File: src/rtl/pll_reconfig_sequencer.sv
// Sequences an M/N reconfiguration of the tester clock PLL through the reconfig core,
// then supervises lock with timeout and areset-based retry.
module pll_reconfig_sequencer #(
    parameter int LOCK_TIMEOUT  = 4096,
    parameter int LOCK_STABLE   = 16,
    parameter int ARESET_CYCLES = 8,
    parameter int MAX_RETRY     = 3
) (
    input  logic       clock,
    input  logic       reset,
    input  logic       req_valid,
    output logic       req_ready,
    input  logic [7:0] req_mult,
    input  logic [7:0] req_div,
    output logic       done,
    output logic [1:0] err_code,
    output logic [7:0] cur_mult,
    output logic [7:0] cur_div,
    input  logic       rcfg_busy,
    output logic [3:0] rcfg_counter_type,
    output logic [2:0] rcfg_counter_param,
    output logic [8:0] rcfg_data_in,
    output logic       rcfg_write_param,
    output logic       rcfg_reconfig,
    input  logic       pll_locked,
    output logic       pll_areset
);

    localparam int TW = $clog2(LOCK_TIMEOUT) + 1;
    localparam int SW = $clog2(LOCK_STABLE) + 1;
    localparam int AW = $clog2(ARESET_CYCLES) + 1;
    localparam int RW = $clog2(MAX_RETRY) + 1;

    typedef enum logic [3:0] {
        IDLE, CHECK, WRITE, WAIT_WR, RECONF, WAIT_RC, LOCK_WAIT, ARESET, FIN
    } state_t;

    state_t        state;
    logic [7:0]    mult_q, div_q;
    logic [2:0]    idx;
    logic          wait_min;
    logic [TW-1:0] timeout_cnt, timeout_next;
    logic [SW-1:0] stable_cnt, stable_next;
    logic [AW-1:0] areset_cnt;
    logic [RW-1:0] retries;
    logic          locked_meta, locked_sync;

    logic [2:0]    load_idx;
    logic [7:0]    load_val;
    logic [3:0]    load_type;
    logic [2:0]    load_param;
    logic [8:0]    load_data;

    // high/low split of a divide factor across the counter's two half-periods
    function automatic logic [8:0] field_value(input logic [7:0] v, input logic [1:0] sel);
        logic [8:0] w;
        w = {1'b0, v};
        case (sel)
            2'd0:    return (w + 9'd1) >> 1;
            2'd1:    return w >> 1;
            2'd2:    return {8'd0, v == 8'd1};
            default: return {8'd0, v[0]};
        endcase
    endfunction

    // Fields for the write about to be issued: index 0 from CHECK, idx+1 from WAIT_WR
    always_comb begin
        load_idx   = (state == CHECK) ? 3'd0 : idx + 3'd1;
        load_val   = load_idx[2] ? div_q : mult_q;
        load_type  = load_idx[2] ? 4'b0000 : 4'b0001;
        case (load_idx[1:0])
            2'd0:    load_param = 3'b000;
            2'd1:    load_param = 3'b001;
            2'd2:    load_param = 3'b100;
            default: load_param = 3'b101;
        endcase
        load_data    = field_value(load_val, load_idx[1:0]);
        stable_next  = locked_sync ? stable_cnt + SW'(1) : '0;
        timeout_next = timeout_cnt + TW'(1);
    end

    always_ff @(posedge clock or negedge reset) begin
        if (!reset) begin
            locked_meta <= 1'b0;
            locked_sync <= 1'b0;
        end else begin
            locked_meta <= pll_locked;
            locked_sync <= locked_meta;
        end
    end

    always_ff @(posedge clock or negedge reset) begin
        if (!reset) begin
            state              <= IDLE;
            req_ready          <= 1'b1;
            done               <= 1'b0;
            err_code           <= 2'b00;
            cur_mult           <= 8'd1;
            cur_div            <= 8'd1;
            rcfg_counter_type  <= '0;
            rcfg_counter_param <= '0;
            rcfg_data_in       <= '0;
            rcfg_write_param   <= 1'b0;
            rcfg_reconfig      <= 1'b0;
            pll_areset         <= 1'b0;
            mult_q             <= '0;
            div_q              <= '0;
            idx                <= '0;
            wait_min           <= 1'b0;
            timeout_cnt        <= '0;
            stable_cnt         <= '0;
            areset_cnt         <= '0;
            retries            <= '0;
        end else begin
            // NOTE: strobes default low here so every pulse lasts exactly one cycle.
            done             <= 1'b0;
            rcfg_write_param <= 1'b0;
            rcfg_reconfig    <= 1'b0;
            case (state)
                IDLE: if (req_valid) begin
                    mult_q    <= req_mult;
                    div_q     <= req_div;
                    req_ready <= 1'b0;
                    state     <= CHECK;
                end
                CHECK: if (mult_q == 8'd0 || div_q == 8'd0) begin
                    err_code <= 2'b01;
                    done     <= 1'b1;
                    state    <= FIN;
                end else begin
                    idx                <= 3'd0;
                    rcfg_counter_type  <= load_type;
                    rcfg_counter_param <= load_param;
                    rcfg_data_in       <= load_data;
                    rcfg_write_param   <= 1'b1;
                    state              <= WRITE;
                end
                WRITE: begin
                    wait_min <= 1'b0;
                    state    <= WAIT_WR;
                end
                WAIT_WR: if (!wait_min) begin
                    wait_min <= 1'b1;
                end else if (!rcfg_busy) begin
                    if (idx != 3'd7) begin
                        idx                <= load_idx;
                        rcfg_counter_type  <= load_type;
                        rcfg_counter_param <= load_param;
                        rcfg_data_in       <= load_data;
                        rcfg_write_param   <= 1'b1;
                        state              <= WRITE;
                    end else begin
                        rcfg_reconfig <= 1'b1;
                        state         <= RECONF;
                    end
                end
                RECONF: begin
                    wait_min <= 1'b0;
                    state    <= WAIT_RC;
                end
                WAIT_RC: if (!wait_min) begin
                    wait_min <= 1'b1;
                end else if (!rcfg_busy) begin
                    timeout_cnt <= '0;
                    stable_cnt  <= '0;
                    retries     <= '0;
                    state       <= LOCK_WAIT;
                end
                LOCK_WAIT: begin
                    stable_cnt  <= stable_next;
                    timeout_cnt <= timeout_next;
                    if (stable_next == SW'(LOCK_STABLE)) begin
                        cur_mult <= mult_q;
                        cur_div  <= div_q;
                        err_code <= 2'b00;
                        done     <= 1'b1;
                        state    <= FIN;
                    end else if (timeout_next == TW'(LOCK_TIMEOUT)) begin
                        if (retries < RW'(MAX_RETRY)) begin
                            retries    <= retries + RW'(1);
                            areset_cnt <= '0;
                            pll_areset <= 1'b1;
                            state      <= ARESET;
                        end else begin
                            err_code <= 2'b10;
                            done     <= 1'b1;
                            state    <= FIN;
                        end
                    end
                end
                ARESET: if (areset_cnt == AW'(ARESET_CYCLES - 1)) begin
                    pll_areset  <= 1'b0;
                    timeout_cnt <= '0;
                    stable_cnt  <= '0;
                    state       <= LOCK_WAIT;
                end else begin
                    areset_cnt <= areset_cnt + AW'(1);
                end
                FIN: begin
                    req_ready <= 1'b1;
                    state     <= IDLE;
                end
                default: state <= IDLE;
            endcase
        end
    end

endmodule

File: config.mk
export PLATFORM = sky130hd
export DESIGN_NAME = pll_reconfig_sequencer
export DESIGN_NICKNAME = d
export VERILOG_FILES = /design/src/rtl/pll_reconfig_sequencer.sv
export SDC_FILE = /design/constraint.sdc
export NUM_CORES = 1
export LEC_CHECK = 0
export ABC_AREA = 1
export CORE_MARGIN = 4
export CORE_UTILIZATION = 55
export DETAILED_ROUTE_END_ITERATION = 8
export GPL_TIMING_DRIVEN = 0
export PLACE_DENSITY = 0.87
export SLEW_MARGIN = 20
export SYNTH_ARGS = -nofsm -noshare
export SYNTH_HDL_FRONTEND = slang
export SYNTH_SLANG_ARGS = --single-unit
File: constraint.sdc
create_clock -name clock -period 2.6 [get_ports clock]
set_input_delay 0.65 -clock clock [delete_from_list [all_inputs] [get_ports clock]]
set_output_delay 0.65 -clock clock [all_outputs]
set_load 0.005 [all_outputs]
==> results.toml, run 1 <==
[synth]
postSynthCellCount = 559
synthDistinctLibCells = 42
ys_ff_latch = 85
syn_area_per_cell_um2 = 7.95
synthTopCellsByArea = "dfrtp_1 46%, nand2_1 13%, inv_1 5.2%, nor2_1 4.9%, nand3_1 3.7%"
yosys_warnings = 0
synth_top_area_cell = "dfrtp_1"
ys_seq_area_share_pct = 47.9
syn_area_mm2 = 0.00444
synth_top_area_share_pct = 46.2

[cts]
numCtsBuffers = 9
clock_latency_ps = 370
cts_tree = "done"
path_clk_slew_ps = 90
root_buffer = "clkbuf_8"
clk_path_buf_depth = 2
cts_hold_buf = 0
cts_sinks = 85
h-tree-depth = 3

[floorplan]
die_y_um = 97.9
start_util_pct = 56.9
ios = 60
std_cell_rows = 32
die_w_um = 97.9
core-area_mm2 = 0.00781
dieArea_mm2 = 0.00958

[global_routing]
antenna_found_initial = 0
grt_use_total_pct = 22.9
grt_max_degree = 57
grt_overflow = 0
grt_pass1_wl_um = 18300
grt_pass1_vias = 4147

[setup_path]
endpoint_kind = "flip-flop"
reg2reg_depth = 14
cp-start-kind = "flip-flop"
required_ps = 2860
path_class = "reg -> reg"
arrival_ps = 2690
reg2reg_slack_ps = 170
r2r-start = "idx[0]"
path_max_fanout = 10
rr_endpoint = "rcfg_data_in[5]"

[routing]
vias = 3973
routed_wl_um = 10700
ant_nets = 0
drc = 0
post_drt_wl_per_cell_um = 14.5
drt_iter0_drc = 244
viasPerCell = 5.39
firstDrtPassIters = 4

[sta]
layout_worst_path_cycle_share_pct = 93.6
hold_viol = 0
drv_slew = 0
setup_tns_ps = 0
hold_ws_ps = 206
setup_slack_ps = 167
fin_skew_ps = 10.3
grt_setup_unrepaired = "no"
relSlewSlack_pct = 59.0
period_needed_ps = 2430
final-setup-viol-count = 0
fmax_ghz = 0.411
worst_slew_pin_slew_ps = 614

[final_layout]
postLayoutCellArea_mm2 = 0.00539
diodes = 0
final_nets = 660
nFillCells = 597
synthToLayoutAreaGrowth_pct = 21.3
drive_gt1_share_pct = 10.6

[placement]
dp_hpwl_um = 7860
post-place-ws_ps = 46.8
globalplace.congestion = 0.879
portBuffers = 54
placed_area_mm2 = 0.00515

[power_and_ir_drop]
ir_drop_uv = 650
p_leak_nw = 2.74
p_per_area_mw_per_mm2 = 1030

[worst_hold_path]
min_path_type = "in -> async"

[flow_run]
maxCapViolCount = 0

[run_status]
status = "completed"
## layer usage
layer	track usage (%)	routed length, um	vias to the layer above
met5	0	0	-
met4	8.41	172	0
met3	4.71	454	16
met2	40.7	5520	108
met1	27.4	4520	1907
li1	-	-	1942
## kinds of logic (layout without fill, tap and decap cells)
family	after synthesis	in the layout	share of synthesized area, %
flip-flops	85	85	47.9
other	1	5	0.0844
XOR/XNOR	4	4	0.788
adder cells (fa/ha/maj)	9	9	2.53
buffers and inverters	82	154	7.91
multiplexers	4	4	1.01
AND/OR/NAND/NOR	286	286	28.5
AO/OA/AOI/OAI	88	88	11.2
## Yosys cell counts, drive strengths merged
cell / n
a21oi: 23
a22oi: 1
a31oi: 1
a32o: 1
and3: 1
buf: 12
clkbuf: 6
conb: 1
dfrtp: 82
dfstp: 3
ha: 9
inv: 64
mux2: 4
nand2: 162
nand3: 34
nand3b: 3
nand4: 11
nor2: 65
nor3: 3
nor4: 5
o211ai: 1
o21a: 1
o21ai: 47
o22ai: 12
o31ai: 1
or2: 2
xor2: 4
## per-stage QoR
| step | power (mW) | cells | util (%) |
|---|---|---|---|
| after floorplan | 3.70 | 563 | - |
| after global placement | 4.39 | 719 | 65.7 |
| after detailed placement | 4.52 | 720 | 66.0 |
| after CTS | 5.50 | 736 | 68.6 |
| after global routing | 5.99 | 737 | 69.0 |
| final | 5.56 | 737 | 69.0 |
## cell usage in the layout (no fill, tap or decap), drive strengths merged, types with 2 or more instances in the layout
cell type and n:
mux2 4, nand4 11, dfstp 3, dfrtp 82, buf 15, nor3 3, nand2 162, or2 2
o21ai 47, clkdlybuf4s50 53, xor2 4, ha 9, nor2 65, nand3 34, clkinv 3, nor4 5
a21oi 23, clkbuf 15, inv 66, conb 5, nand3b 3, o22ai 12
## worst max-delay path, stage by stage (launching register included)
cell and delay [ps]:
dfrtp_1 430, ha_2 220, ha_4 300, nand2_8 80
buf_6 150, o21a_4 210, inv_1 80, ha_2 190
inv_1 70, nor2_4 120, nand2_1 100, nor2_2 170
nand2_1 60, nand3_1 70, o21ai_1 60
## sequential cells by signal (all words and copies together), names as in the netlist
register            count
areset_cnt              4
timeout_cnt            13
wait_min                1
rcfg_reconfig           1
rcfg_counter_param      2
mult_q                  8
err_code                2
rcfg_counter_type       1
done                    1
rcfg_data_in            8
cur_div                 8
idx                     3
div_q                   8
state                   4
retries                 3
cur_mult                8
locked_meta             1
stable_cnt              5
locked_sync             1
rcfg_write_param        1
pll_areset              1
req_ready               1
## repair_timing
item / CTS / global route
endpoints found under the setup margin: 0 / 4
setup buffers: 0 / 1
resized for setup: 0 / 7
endpoints found under the hold margin: 0 / 0
## area by class of cell
type,count,area [um^2],share of cell area [%]
timing repair buffer,56,573,10.6
tap,102,128,2.37
sequential,85,2130,39.5
inverter,64,240,4.46
clock buffer,9,124,2.30
buffer,18,111,2.07
multi-input combinational,396,2000,37.1
clock inverter,7,81.3,1.51
## power breakdown
group	internal, mW	switching (mW)
registers	1.67	0.244
clock network	0.455	0.521
logic	1.03	1.64
## worst max path at each step
stage / startpoint / to / slack, ps / cells past startpoint
global route: idx[0] / rcfg_data_in[5] / 1 / 14
global placement: reset / rcfg_data_in[6] / -2090 / 1
finish: idx[0] / rcfg_data_in[5] / 170 / 14
floorplan: idx[0] / rcfg_data_in[5] / 310 / 14
detailed placement: idx[0] / rcfg_data_in[5] / 50 / 15
CTS: idx[0] / rcfg_data_in[5] / 9 / 15
(Power assumes the default switching activity.)
==> run 2, diff against run 1 <==
--- a/config.mk
+++ b/config.mk
@@ -6,11 +6,13 @@
 export NUM_CORES = 1
 export LEC_CHECK = 0
 export ABC_AREA = 1
+export CELL_PAD_IN_SITES_DETAIL_PLACEMENT = 1
+export CELL_PAD_IN_SITES_GLOBAL_PLACEMENT = 2
 export CORE_MARGIN = 4
-export CORE_UTILIZATION = 55
+export CORE_UTILIZATION = 32
 export DETAILED_ROUTE_END_ITERATION = 8
 export GPL_TIMING_DRIVEN = 0
-export PLACE_DENSITY = 0.87
+export PLACE_DENSITY = 0.86
 export SLEW_MARGIN = 20
 export SYNTH_ARGS = -nofsm -noshare
 export SYNTH_HDL_FRONTEND = slang
==> run 2 against run 1 <==
  * Worst hold slack improved by 55 ps
  * Largest cell class unchanged
  * Combinational power rose by 1%
  * Critical path type unchanged
  * Highest routed layer unchanged
  * Critical endpoint unchanged
  * Register-to-register slack barely moved
  * Sequential share of layout area fell by 1.2 points
==> results.toml, run 2 (synthesized netlist as in run 1, its figures left out) <==
[global_routing]
grt_use_total_pct = 16.7
gr-usage-met3_pct = 4.28
grt_pass1_vias = 4351
top_usage_layer = "met2"
antenna_found_initial = 0
met1_usage_pct = 20.5
grt_use_met2_pct = 29.5
grt_max_degree = 50
grt_pass1_wl_um = 21700
grt_overflow = 0

[setup_path]
reg2reg_depth = 14
endpoint_kind = "flip-flop"
required_ps = 2840
arrival_ps = 2680
path_max_fanout = 10
path_class = "reg -> reg"
cp-start-kind = "flip-flop"
reg2reg_slack_ps = 160

[routing]
vias = 3976
post_drt_wl_per_cell_um = 15.5
drc = 0
drt_iter0_drc = 175
routed_wl_um = 12600
viasPerCell = 4.90
firstDrtPassIters = 4
ant_nets = 0

[sta]
worst_slew_pin_slew_ps = 573
setup_tns_ps = 0
drv_slew = 0
hold_ws_ps = 261
setup_slack_ps = 164
fmax_ghz = 0.410
fin_skew_ps = 11.0
hold_viol = 0
grt_setup_unrepaired = "no"
period_needed_ps = 2440
relSlewSlack_pct = 61.8
final-setup-viol-count = 0
layout_worst_path_cycle_share_pct = 93.7

[final_layout]
diodes = 0
multi_input_area_mm2 = 0.00199
final_nets = 661
final_cells = 812
regMostFlops = "timeout_cnt"
largest_reg_flops = 13
regArea_mm2 = 0.00213
drive_gt1_share_pct = 10.2
layout_commonest_cell = "nand2_1"
synthToLayoutAreaGrowth_pct = 25.1
fin_util_pct = 41.5
layout_common_cells = "153 x nand2_1, 82 x dfrtp_1, 62 x inv_1"
nFillCells = 1671
postLayoutCellArea_mm2 = 0.00556

[power_and_ir_drop]
p_per_area_mw_per_mm2 = 1060
total_power_mw = 5.91
ir_drop_uv = 437
p_leak_nw = 2.78

[run_status]
status = "completed"

[cts]
cts_sinks = 85
cts_hold_buf = 0
h-tree-depth = 3
root_buffer = "clkbuf_16"
cts_tree = "done"
path_clk_slew_ps = 70
clock_latency_ps = 360
numCtsBuffers = 9
clk_path_buf_depth = 2

[floorplan]
die_y_um = 126
die_w_um = 126
std_cell_rows = 42
start_util_pct = 33.2
dieArea_mm2 = 0.0158
ios = 60
core-area_mm2 = 0.0134

[flow_run]
maxCapViolCount = 0

[placement]
placed_area_mm2 = 0.00525
post-place-ws_ps = 25.3
globalplace.congestion = 0.794
dp.cells = 794
dp_hpwl_um = 9300
portBuffers = 54

[worst_hold_path]
min_path_type = "in -> async"
run 2: final cells by class:
| type | count | area share (%) |
|---|---|---|
| multi-input combinational | 396 | 35.8 |
| tap | 176 | 3.96 |
| sequential | 85 | 38.3 |
| inverter | 64 | 4.32 |
| clock inverter | 6 | 1.01 |
| clock buffer | 10 | 4.12 |
| buffer | 18 | 2.00 |
| timing repair buffer | 57 | 10.4 |
run 2: critical path: stages (launching register included):
cell	delay [ps]
dfrtp_1	420
ha_1	250
ha_4	310
nand2_8	90
buf_6	160
o21a_4	220
inv_1	80
ha_1	170
inv_1	60
nor2_2	150
nand2_1	110
nor2_2	140
nand2_1	70
nand3_1	70
o21ai_1	60
run 2: final timing paths:
path,start,to
min in group clock,locked_meta,locked_sync
min reg2reg,locked_meta,locked_sync
min,reset,timeout_cnt[4]
max,idx[0],rcfg_data_in[5]
max in group asynchronous,reset,req_ready
max reg2reg,idx[0],rcfg_data_in[5]
run 2: repair_timing:
action / CTS / global route
gates resized for setup: 0 / 4
setup endpoints to repair: 0 / 5
buffers inserted: 0 / 2
run 2: power breakdown:
group | switching, mW | internal [mW]
logic | 1.68 | 1.03
registers | 0.248 | 1.67
clock network | 0.610 | 0.669
total | 2.54 | 3.37
run 2: per-layer routing:
layer	share of wire (%)	routed length, um
met1	45	5610
met2	51	6420
met3	2.9	360
met4	1.4	174
met5	0	0
==> run 3, diff against run 2 <==
--- a/config.mk
+++ b/config.mk
@@ -5,11 +5,12 @@
 export SDC_FILE = /design/constraint.sdc
 export NUM_CORES = 1
 export LEC_CHECK = 0
-export ABC_AREA = 1
+export ABC_AREA = 0
 export CELL_PAD_IN_SITES_DETAIL_PLACEMENT = 1
 export CELL_PAD_IN_SITES_GLOBAL_PLACEMENT = 2
+export CORE_ASPECT_RATIO = 1.5
 export CORE_MARGIN = 4
-export CORE_UTILIZATION = 32
+export CORE_UTILIZATION = 35
 export DETAILED_ROUTE_END_ITERATION = 8
 export GPL_TIMING_DRIVEN = 0
 export PLACE_DENSITY = 0.86
==> run 3 against run 2 <==
  * First-iteration DRC count shrank 62%
  * Synthesized cell count fell by 21%
  * Wire length down 0.64%
  * Register-to-register slack lost 40 ps
  * Sequential power rose by 12%
  * Worst hold slack better by 2.0 ps
  * Critical path type unchanged
==> results.toml, run 3 <==
[synth]
async_flop_share_pct = 100
yosys_warnings = 0
yosysMostFrequentCell = "dfrtp_1"
synth_top_area_share_pct = 45.7
synth_top_area_cell = "dfrtp_1"
synthTopCellsByCount = "82 x dfrtp_1, 51 x nand2_1, 34 x o21ai_0"
ys_ff_latch = 85
syn_area_mm2 = 0.00449
synth-edff-count = 0
postSynthCellCount = 443
synthDistinctLibCells = 69
synthTopCellsByArea = "dfrtp_1 46%, mux2_2 7.8%, nand2_1 4.3%, o21ai_0 3.8%, ha_1 2.5%"
ys_seq_area_share_pct = 47.5
synth-main-ff-cell = "dfrtp_1"
syn_area_per_cell_um2 = 10.1

[cts]
root_buffer = "clkbuf_16"
cts_tree = "done"
h-tree-depth = 3
numCtsBuffers = 9
clock_latency_ps = 350
clk_path_buf_depth = 2
cts_sinks = 85
path_clk_slew_ps = 70
cts_hold_buf = 0

[run_status]
status = "completed"

[setup_path]
reg2reg_depth = 9
endpoint_kind = "flip-flop"
crit_start = "state[1]"
path_max_fanout = 10
r2r-start = "state[1]"
critPathSlowestCell = "or4b_4"
critPathMaxStageDelay_ps = 580
reg2reg_slack_ps = 130
rr_endpoint = "rcfg_data_in[3]"
arrival_ps = 2720
critPathTopFamily = "simple AND/OR/NAND/NOR gates"
crit_chain = "buf_6, or4b_4, and2_4, mux2_4, ha_4, nand2_2, nor2_1, xor2_1, o31ai_1"
path_buf_inv = 1
required_ps = 2850
cp-start-kind = "flip-flop"
path_class = "reg -> reg"

[flow_run]
maxCapViolCount = 0

[power_and_ir_drop]
p_leak_nw = 2.50
ir_drop_uv = 444
total_power_mw = 6.24
p_per_area_mw_per_mm2 = 1090

[placement]
dp_hpwl_um = 9290
placed_area_mm2 = 0.00527
portBuffers = 54
globalplace.congestion = 0.818
post-place-ws_ps = -365

[routing]
viasPerCell = 5.41
firstDrtPassIters = 4
routed_wl_um = 12500
drc = 0
ant_nets = 0
post_drt_wl_per_cell_um = 18.4
vias = 3676
drt_iter0_drc = 67

[final_layout]
regMostFlops = "timeout_cnt"
layout_commonest_cell = "dfrtp_1"
drive_gt1_share_pct = 20.8
largest_reg_flops = 13
synthToLayoutAreaGrowth_pct = 27.2
diodes = 0
final_nets = 549
layout_common_cells = "77 x dfrtp_1, 53 x clkdlybuf4s50_1, 50 x nand2_1"
postLayoutCellArea_mm2 = 0.00571
nFillCells = 1404

[floorplan]
ios = 60
start_util_pct = 35.9
std_cell_rows = 50
die_w_um = 100
die_y_um = 147
dieArea_mm2 = 0.0147
core-area_mm2 = 0.0125

[global_routing]
top_usage_layer = "met2"
grt_use_total_pct = 17.6
gr-usage-met3_pct = 4.13
antenna_found_initial = 0
grt_max_degree = 55
met1_usage_pct = 18.6
grt_pass1_wl_um = 20800
grt_use_met2_pct = 33.7
grt_pass1_vias = 4042
grt_overflow = 0

[sta]
fin_skew_ps = 8.65
fmax_ghz = 0.404
period_needed_ps = 2470
layout_worst_path_cycle_share_pct = 95.1
worst_slew_pin_slew_ps = 561
hold_viol = 0
relSlewSlack_pct = 62.6
setup_tns_ps = 0
setup_slack_ps = 127
hold_ws_ps = 263
final-setup-viol-count = 0
drv_slew = 0
grt_setup_unrepaired = "no"

[worst_hold_path]
min_path_type = "in -> async"
-- run 3: worst max-delay path by stage --
stage,to,cells past startpoint
after floorplan,rcfg_data_in[3],11
after global routing,rcfg_data_in[3],10
final,rcfg_data_in[3],9
after detailed placement,timeout_cnt[3],7
after CTS,rcfg_data_in[1],8
after global placement,cur_mult[6],1
-- run 3: what timing repair did --
item                       in CTS  in global routing
gates resized for setup        12                 26
pin swaps                       4                  7
setup endpoints to repair      29                 48
gates cloned                    0                  0
buffers inserted                3                  5
-- run 3: layer usage --
metal | vias to the layer above | share of wire, %
met5 | - | 0
met3 | 19 | 3.5
li1 | 1767 | -
met2 | 52 | 57
met4 | 0 | 2.2
met1 | 1838 | 38
-- run 3: area by class of cell --
cell class	count	area, um^2	area share, %
Buffer	21	116	2.04
Multi-Input combinational cell	331	2310	40.5
Clock inverter	7	70.1	1.23
Sequential cell	85	2140	37.4
Tap cell	156	195	3.42
Inverter	8	30.0	0.526
Clock buffer	9	225	3.94
Timing Repair Buffer	63	626	11.0
-- run 3: metrics by stage --
step	instances	utilization (%)
2_1_floorplan	447	-
3_3_place_gp	657	41.9
5_1_grt	680	45.7
6_report	680	45.7
4_1_cts	676	44.8
3_5_place_dp	658	42.1
-- run 3: cell families (layout without fill, tap and decap cells) --
logic type	after synthesis	in the layout	share of synthesized area (%)
AOI/OAI and AO/OA	111	111	16.4
xor gates and xnor gates	10	10	1.95
adders and majority gates	9	9	2.51
buffers and inverters	31	108	3.54
DFF	85	85	47.5
muxes	41	41	10.2
other	1	5	0.0835
and+or+nand+nor	155	155	17.8
-- run 3: where the power goes --
part / switching (mW) / internal [mW]
combinational: 1.50 / 1.31
sequential: 0.456 / 1.69
clock: 0.596 / 0.674
